`src/rtl/cpu_pkg.sv`:
```
// cpu_pkg: shared constants for the EX-stage multiply/divide unit.
// Holds the muldiv FSM state encoding, the RV32M funct7 marker, the funct3
// op codes and the number of radix-2 steps per operation.
package cpu_pkg;

  typedef enum logic [1:0] {
    ST_IDLE = 2'd0,
    ST_BUSY = 2'd1,
    ST_DONE = 2'd2
  } muldiv_state_e;

  localparam logic [6:0] FUNCT7_MEXT = 7'b0000001;

  localparam logic [2:0] F3_MUL  = 3'b000;
  localparam logic [2:0] F3_DIV  = 3'b100;
  localparam logic [2:0] F3_DIVU = 3'b101;
  localparam logic [2:0] F3_REM  = 3'b110;
  localparam logic [2:0] F3_REMU = 3'b111;

  localparam int         STEP_COUNT = 32;
  localparam logic [4:0] LAST_STEP  = 5'(STEP_COUNT - 1);

endpackage

```
`src/rtl/muldiv_step.sv`:
```
// muldiv_step: one combinational radix-2 step of the iterative multiplier /
// divider. Build option MULDIV_DIV_EN adds the restoring-divide path and the
// div_i select port; without it only the shift-add multiply step exists.
// Ports:
//   div_i    select divide step (only with MULDIV_DIV_EN)
//   a_i/a_o  multiply: partial product      divide: partial remainder
//   b_i/b_o  multiply: multiplicand (<<1)   divide: divisor (held)
//   c_i/c_o  multiply: multiplier (>>1)     divide: dividend in / quotient out
module muldiv_step (
`ifdef MULDIV_DIV_EN
  input  logic        div_i,
`endif
  input  logic [31:0] a_i,
  input  logic [31:0] b_i,
  input  logic [31:0] c_i,
  output logic [31:0] a_o,
  output logic [31:0] b_o,
  output logic [31:0] c_o
);

`ifdef MULDIV_DIV_EN
  logic [32:0] rem_shift;
  logic [32:0] rem_diff;

  // The partial remainder stays below the divisor, so bit 32 of the
  // difference is set exactly when the trial subtraction borrows.
  always_comb begin
    rem_shift = {a_i, c_i[31]};
    rem_diff  = rem_shift - {1'b0, b_i};
  end
`endif

  always_comb begin
    a_o = a_i + (c_i[0] ? b_i : 32'd0);
    b_o = b_i << 1;
    c_o = c_i >> 1;
`ifdef MULDIV_DIV_EN
    if (div_i) begin
      b_o = b_i;
      if (!rem_diff[32]) begin
        a_o = rem_diff[31:0];
        c_o = {c_i[30:0], 1'b1};
      end else begin
        a_o = rem_shift[31:0];
        c_o = {c_i[30:0], 1'b0};
      end
    end
`endif
  end

endmodule

```
`src/rtl/ex_muldiv.sv`:
```
// ex_muldiv: iterative RV32M multiply/divide unit in the EX stage.
// Build option: define MULDIV_DIV_EN to implement DIV/DIVU/REM/REMU; when
// undefined only MUL is legal and funct3 1xx pulses illegal_o.
// Ports:
//   clk_i, start_i (async active-low reset)
//   valid_i, flush_i, funct_7_3_i, RS1data_i, RS2data_i, RDaddr_i  from ID/EX
//   stall_o    holds PC, IF/ID and ID/EX while an op is accepted or running
//   done_o     one-cycle result strobe with result_o / RDaddr_o
//   illegal_o  one-cycle strobe for an unsupported M op
//
// state | meaning
// IDLE  | ready; a legal M op is accepted on the next edge
// BUSY  | one radix-2 step per cycle, counter 0..31
// DONE  | done_o high, result_o/RDaddr_o valid; no acceptance
module ex_muldiv
  import cpu_pkg::*;
(
  input  logic        clk_i,
  input  logic        start_i,
  input  logic        valid_i,
  input  logic        flush_i,
  input  logic [9:0]  funct_7_3_i,
  input  logic [31:0] RS1data_i,
  input  logic [31:0] RS2data_i,
  input  logic [4:0]  RDaddr_i,
  output logic        stall_o,
  output logic        done_o,
  output logic [31:0] result_o,
  output logic [4:0]  RDaddr_o,
  output logic        illegal_o
);

  muldiv_state_e state_q, state_d;
  logic [4:0]  cnt_q, cnt_d;
  logic [31:0] a_q, a_d, b_q, b_d, c_q, c_d;
  logic [4:0]  rd_q, rd_d, rd_out_q, rd_out_d;
  logic [31:0] result_q, result_d;
  logic [31:0] step_a, step_b, step_c, fin_res;
  logic        m_type, legal, idle, accept;

`ifdef MULDIV_DIV_EN
  logic        div_q, div_d, rem_q, rem_d;
  logic        negq_q, negq_d, negr_q, negr_d;
  logic        op_signed, s1, s2;
  logic [31:0] mag1, mag2;

  always_comb begin
    op_signed = (funct_7_3_i[2:0] == F3_DIV) || (funct_7_3_i[2:0] == F3_REM);
    s1        = op_signed && RS1data_i[31];
    s2        = op_signed && RS2data_i[31];
    mag1      = s1 ? -RS1data_i : RS1data_i;
    mag2      = s2 ? -RS2data_i : RS2data_i;
  end

  assign legal = funct_7_3_i[2:0] inside {F3_MUL, F3_DIV, F3_DIVU, F3_REM, F3_REMU};
`else
  assign legal = (funct_7_3_i[2:0] == F3_MUL);
`endif

  assign m_type = valid_i && (funct_7_3_i[9:3] == FUNCT7_MEXT);
  assign idle   = (state_q == ST_IDLE);
  assign accept = idle && m_type && legal && !flush_i;

  muldiv_step u_step (
`ifdef MULDIV_DIV_EN
    .div_i (div_q),
`endif
    .a_i   (a_q),
    .b_i   (b_q),
    .c_i   (c_q),
    .a_o   (step_a),
    .b_o   (step_b),
    .c_o   (step_c)
  );

  // Sign fix-up on the magnitudes. A zero divisor never negates the quotient,
  // so it stays all-ones; the remainder then reproduces RS1 exactly.
  always_comb begin
    fin_res = a_q;
`ifdef MULDIV_DIV_EN
    if (div_q) begin
      if (rem_q) fin_res = negr_q ? -a_q : a_q;
      else       fin_res = negq_q ? -c_q : c_q;
    end
`endif
  end

  always_comb begin
    state_d  = state_q;
    cnt_d    = cnt_q;
    a_d      = a_q;
    b_d      = b_q;
    c_d      = c_q;
    rd_d     = rd_q;
    rd_out_d = rd_out_q;
    result_d = result_q;
`ifdef MULDIV_DIV_EN
    div_d    = div_q;
    rem_d    = rem_q;
    negq_d   = negq_q;
    negr_d   = negr_q;
`endif
    case (state_q)
      ST_IDLE: begin
        if (accept) begin
          state_d = ST_BUSY;
          cnt_d   = '0;
          a_d     = '0;
          b_d     = RS1data_i;
          c_d     = RS2data_i;
          rd_d    = RDaddr_i;
`ifdef MULDIV_DIV_EN
          div_d   = funct_7_3_i[2];
          rem_d   = funct_7_3_i[1];
          negq_d  = (s1 ^ s2) && (RS2data_i != '0);
          negr_d  = s1;
          if (funct_7_3_i[2]) begin
            b_d = mag2;
            c_d = mag1;
          end
`endif
        end
      end
      ST_BUSY: begin
        if (flush_i) begin
          state_d = ST_IDLE;
        end else begin
          a_d   = step_a;
          b_d   = step_b;
          c_d   = step_c;
          cnt_d = cnt_q + 5'd1;
          if (cnt_q == LAST_STEP) state_d = ST_DONE;
        end
      end
      ST_DONE: begin
        state_d = ST_IDLE;
        if (!flush_i) begin
          result_d = fin_res;
          rd_out_d = rd_q;
        end
      end
      default: state_d = ST_IDLE;
    endcase
  end

  always_ff @(posedge clk_i or negedge start_i) begin
    if (!start_i) begin
      state_q  <= ST_IDLE;
      cnt_q    <= '0;
      a_q      <= '0;
      b_q      <= '0;
      c_q      <= '0;
      rd_q     <= '0;
      rd_out_q <= '0;
      result_q <= '0;
    end else begin
      state_q  <= state_d;
      cnt_q    <= cnt_d;
      a_q      <= a_d;
      b_q      <= b_d;
      c_q      <= c_d;
      rd_q     <= rd_d;
      rd_out_q <= rd_out_d;
      result_q <= result_d;
    end
  end

`ifdef MULDIV_DIV_EN
  always_ff @(posedge clk_i or negedge start_i) begin
    if (!start_i) begin
      div_q  <= 1'b0;
      rem_q  <= 1'b0;
      negq_q <= 1'b0;
      negr_q <= 1'b0;
    end else begin
      div_q  <= div_d;
      rem_q  <= rem_d;
      negq_q <= negq_d;
      negr_q <= negr_d;
    end
  end
`endif

  // The result is presented combinationally during DONE so a flush in that
  // cycle leaves the previously held result untouched.
  assign done_o    = (state_q == ST_DONE) && !flush_i;
  assign result_o  = done_o ? fin_res : result_q;
  assign RDaddr_o  = done_o ? rd_q : rd_out_q;
  // Gated by start_i so every output reads 0 while reset is held.
  assign stall_o   = start_i && !flush_i &&
                     ((idle && m_type && legal) || (state_q == ST_BUSY));
  assign illegal_o = start_i && !flush_i && idle && m_type && !legal;

endmodule

```
`config.mk`:
```
export PLATFORM = sky130hd
export DESIGN_NAME = ex_muldiv
export DESIGN_NICKNAME = d
export VERILOG_FILES = /design/src/rtl/cpu_pkg.sv /design/src/rtl/muldiv_step.sv /design/src/rtl/ex_muldiv.sv
export SDC_FILE = /design/constraint.sdc
export NUM_CORES = 1
export LEC_CHECK = 0
export ABC_AREA = 1
export BUFFER_PORTS_ARGS = -buffer_cell sky130_fd_sc_hd__buf_2
export CAP_MARGIN = 20
export CORE_MARGIN = 10
export CORE_UTILIZATION = 50
export DETAILED_ROUTE_END_ITERATION = 12
export PLACE_DENSITY = 0.79
export SETUP_SLACK_MARGIN = 0.5
export SYNTH_ARGS = -nofsm -noshare
export SYNTH_HDL_FRONTEND = slang
export SYNTH_SLANG_ARGS = --single-unit
```
`constraint.sdc`:
```
create_clock -name clk_i -period 2.3 [get_ports clk_i]
set_input_delay 0.23 -clock clk_i [delete_from_list [all_inputs] [get_ports clk_i]]
set_output_delay 0.23 -clock clk_i [all_outputs]
set_load 0.01 [all_outputs]
```
==> results.json <==
{
  "synth-xor-area-share": 0.00503,
  "ys_seq_area_frac": 0.417,
  "cp-start-kind": "flop",
  "outcome": "finished, final reports clean",
  "avgViaCountPerCell": 5.63,
  "crit_fanout": 8,
  "rsz0062_at_grt": "true",
  "fin_util": 0.744,
  "cts.sinks": 145,
  "drtIter0Drc": 719,
  "antenna_found_initial": 0,
  "r2r_cells": 12,
  "power_density_mw_per_mm2": 493,
  "grt_pass1_vias": 8622,
  "worstSetupPathType": "reg -> reg",
  "vdd.ir_drop.worst_mv": 0.496,
  "end_kind": "flop",
  "finalHoldViolCount": 0,
  "nets": 1573,
  "area_growth_pct": 46.7,
  "finalCritPeriodShare": 0.976,
  "ant_nets": 0,
  "dp_hpwl_um": 18200,
  "min_period_ns": 2.25,
  "required_ns": 2.69,
  "core_area_mm2": 0.0172,
  "wl_um": 32400,
  "final_cell_mix": "nand2_1, inv_1, dfrtp_1",
  "initial_core_util": 0.507,
  "ys_types": 28,
  "finalMaxSlewViolations": 0,
  "worstMarginPinSlew_ns": 0.769,
  "root_buffer": "clkbuf_16",
  "cp.depth": 12,
  "synthesis.area_mm2": 0.00871,
  "path_clk_slew_ns": 0.07,
  "critical_path.max_stage_delay_ns": 0.54,
  "power_uw": 6300,
  "crit_chain": "clkbuf_16 > nand2_1 > inv_2 > ha_4 > nand2_4 > inv_2 > a21oi_2 > nand2_2 > buf_4 > a21oi_1 > o21ai_2 > nand2_1",
  "synthAdderAreaFrac": 0.0497,
  "final_area_mm2": 0.0128,
  "num_rows": 48,
  "max_freq_mhz": 445,
  "avgRoutedWirePerCell_um": 19.1,
  "p_leak_uw": 0.00714,
  "path_buf_inv": 4,
  "drc": 0,
  "hold_path_class": "in -> reg",
  "dpl_cell_area_mm2": 0.0100,
  "die_area_mm2": 0.0231,
  "io_pins": 123,
  "numCtsBuffers": 17,
  "die_h_um": 152,
  "grt_start_max_net_pins": 146,
  "die_w_um": 152,
  "grt_pass1_wl_um": 43200,
  "grt-ovfl-total": 0,
  "synth_top_family_by_area": "simple AND/OR/NAND/NOR gates",
  "skew_ns": 0.0122,
  "synthMuxAreaShare": 0.00115,
  "synth_compound_area_frac": 0.0720,
  "cap_viol_max_count": 0,
  "critical-path-top-delay-family": "flip-flops",
  "diodes": 0,
  "vias": 9533,
  "gp_congestion": 0.920,
  "portBuffers": 122,
  "grt.total_usage": 0.225,
  "syn_area_per_cell_um2": 6.77,
  "ys.warnings.count": 0,
  "crit_slowest_cell": "dfrtp_2",
  "synth_cells": 1285,
  "critPathArrivalTime_ns": 2.63,
  "ys_ff_latch": 145,
  "layout.cells.most_common": "nand2_1",
  "ctsHtreeMaxLevel": 4,
  "synth-simple-area-share": 0.349,
  "max_slew_margin": 0.487,
  "layout-drive-gt1-share": 0.390,
  "finalSetupViolCount": 0,
  "firstDrtPassIters": 5,
  "clk-insertion-delay-late_ns": 0.45,
  "synth_nets": 1402,
  "hold_path_depth": 3,
  "cts_tree": "done",
  "clockBufferDepth": 2,
  "fillers": 1177
}
[worst min-delay path, delay by kind of cell]
family	cells	cell delay [ns]
AOI/OAI and AO/OA	1	0.06
buffers and inverters	2	0.13
[stage by stage]
step,worst slack [ns],std cells,hold slack [ns],setup TNS (ns)
4_1_cts,0.178,1652,0.0138,0
6_report,0.0548,1694,0.0183,0
2_1_floorplan,0.317,1285,-0.0656,0
3_3_place_gp,0.185,1600,0.447,0
3_5_place_dp,0.151,1600,0.450,0
5_1_grt,-0.0494,1694,0.0389,-0.0494
[layer usage]
| metal | vias up | global-route usage | wire [um] |
|---|---|---|---|
| met4 | 0 | 0.0789 | 1410 |
| met2 | 526 | 0.354 | 15000 |
| met5 | - | 0 | 0 |
| met3 | 122 | 0.0519 | 2890 |
| li1 | 4380 | - | - |
| met1 | 4505 | 0.297 | 13000 |
[final timing paths]
path,start,to,slack (ns)
hold / removal,RDaddr_i[3],rd_q[3],0.02
hold reg to reg,result_q[18],result_q[18],0.47
setup / recovery,c_q[0],a_q[7],0.05
max in group asynchronous,start_i,c_q[0],1.20
min in group asynchronous,start_i,result_q[10],0.51
setup reg to reg,c_q[0],a_q[7],0.05
[final cells by class]
cell class | count | area [um^2] | share of cell area
Clock buffer | 17 | 425 | 0.0333
Clock inverter | 15 | 184 | 0.0144
Inverter | 195 | 754 | 0.0591
Multi-Input combinational cell | 897 | 5810 | 0.455
Sequential cell | 145 | 3630 | 0.284
Tap cell | 225 | 282 | 0.0220
Timing Repair Buffer | 198 | 1660 | 0.130
Timing Repair inverter | 2 | 27.5 | 0.00216
[synth_stat cells]
cell | count | area share
nand2_1 | 532 | 0.23
inv_1 | 190 | 0.082
dfrtp_1 | 145 | 0.42
nand3_1 | 86 | 0.049
o21ai_0 | 71 | 0.041
nor2_1 | 54 | 0.023
nand4_1 | 47 | 0.034
clkbuf_1 | 43 | 0.019
ha_1 | 33 | 0.047
a21oi_1 | 32 | 0.018
o21ai_1 | 15 | 0.0086
nor3_1 | 6 | 0.0034
inv_2 | 5 | 0.0022
and2_1 | 3 | 0.0022
buf_4 | 3 | 0.0026
o21bai_1 | 3 | 0.0026
xor2_1 | 3 | 0.0030
buf_2 | 2 | 0.0011
nand3b_1 | 2 | 0.0017
xnor2_1 | 2 | 0.0020
a21o_1 | 1 | 0.00086
fa_1 | 1 | 0.0023
mux2i_1 | 1 | 0.0011
nor2_2 | 1 | 0.00072
nor3_2 | 1 | 0.0011
nor3b_2 | 1 | 0.0014
nor4_4 | 1 | 0.0024
o22ai_1 | 1 | 0.00072
[where the power goes]
| group | total [uW] | internal (uW) | switching (uW) |
|---|---|---|---|
| Sequential | 2740 | 2650 | 91.6 |
| Clock | 2990 | 1660 | 1330 |
| Combinational | 572 | 230 | 341 |
[flip-flops by register name, summed over array words and instances (netlist names)]
| name | cells |
|---|---|
| c_q | 32 |
| rd_out_q | 5 |
| b_q | 32 |
| cnt_q | 5 |
| result_q | 32 |
| a_q | 32 |
| rd_q | 5 |
| state_q | 2 |
[kinds of logic after synthesis]
family / after synthesis
XOR/XNOR: 5
buffers and inverters: 243
AO/OA/AOI/OAI: 123
AND/OR/NAND/NOR: 734
adder cells (fa/ha/maj): 34
multiplexers: 1
flip-flops: 145
[repair_timing]
item,CTS,global route
hold buffers,1,0
endpoints found under the hold margin,52,0
gates cloned,5,16
setup buffers,14,26
endpoints found under the setup margin,95,141
resized for setup,102,341
pin swaps,20,71
No activity file was read; power rests on OpenSTA's default activity.
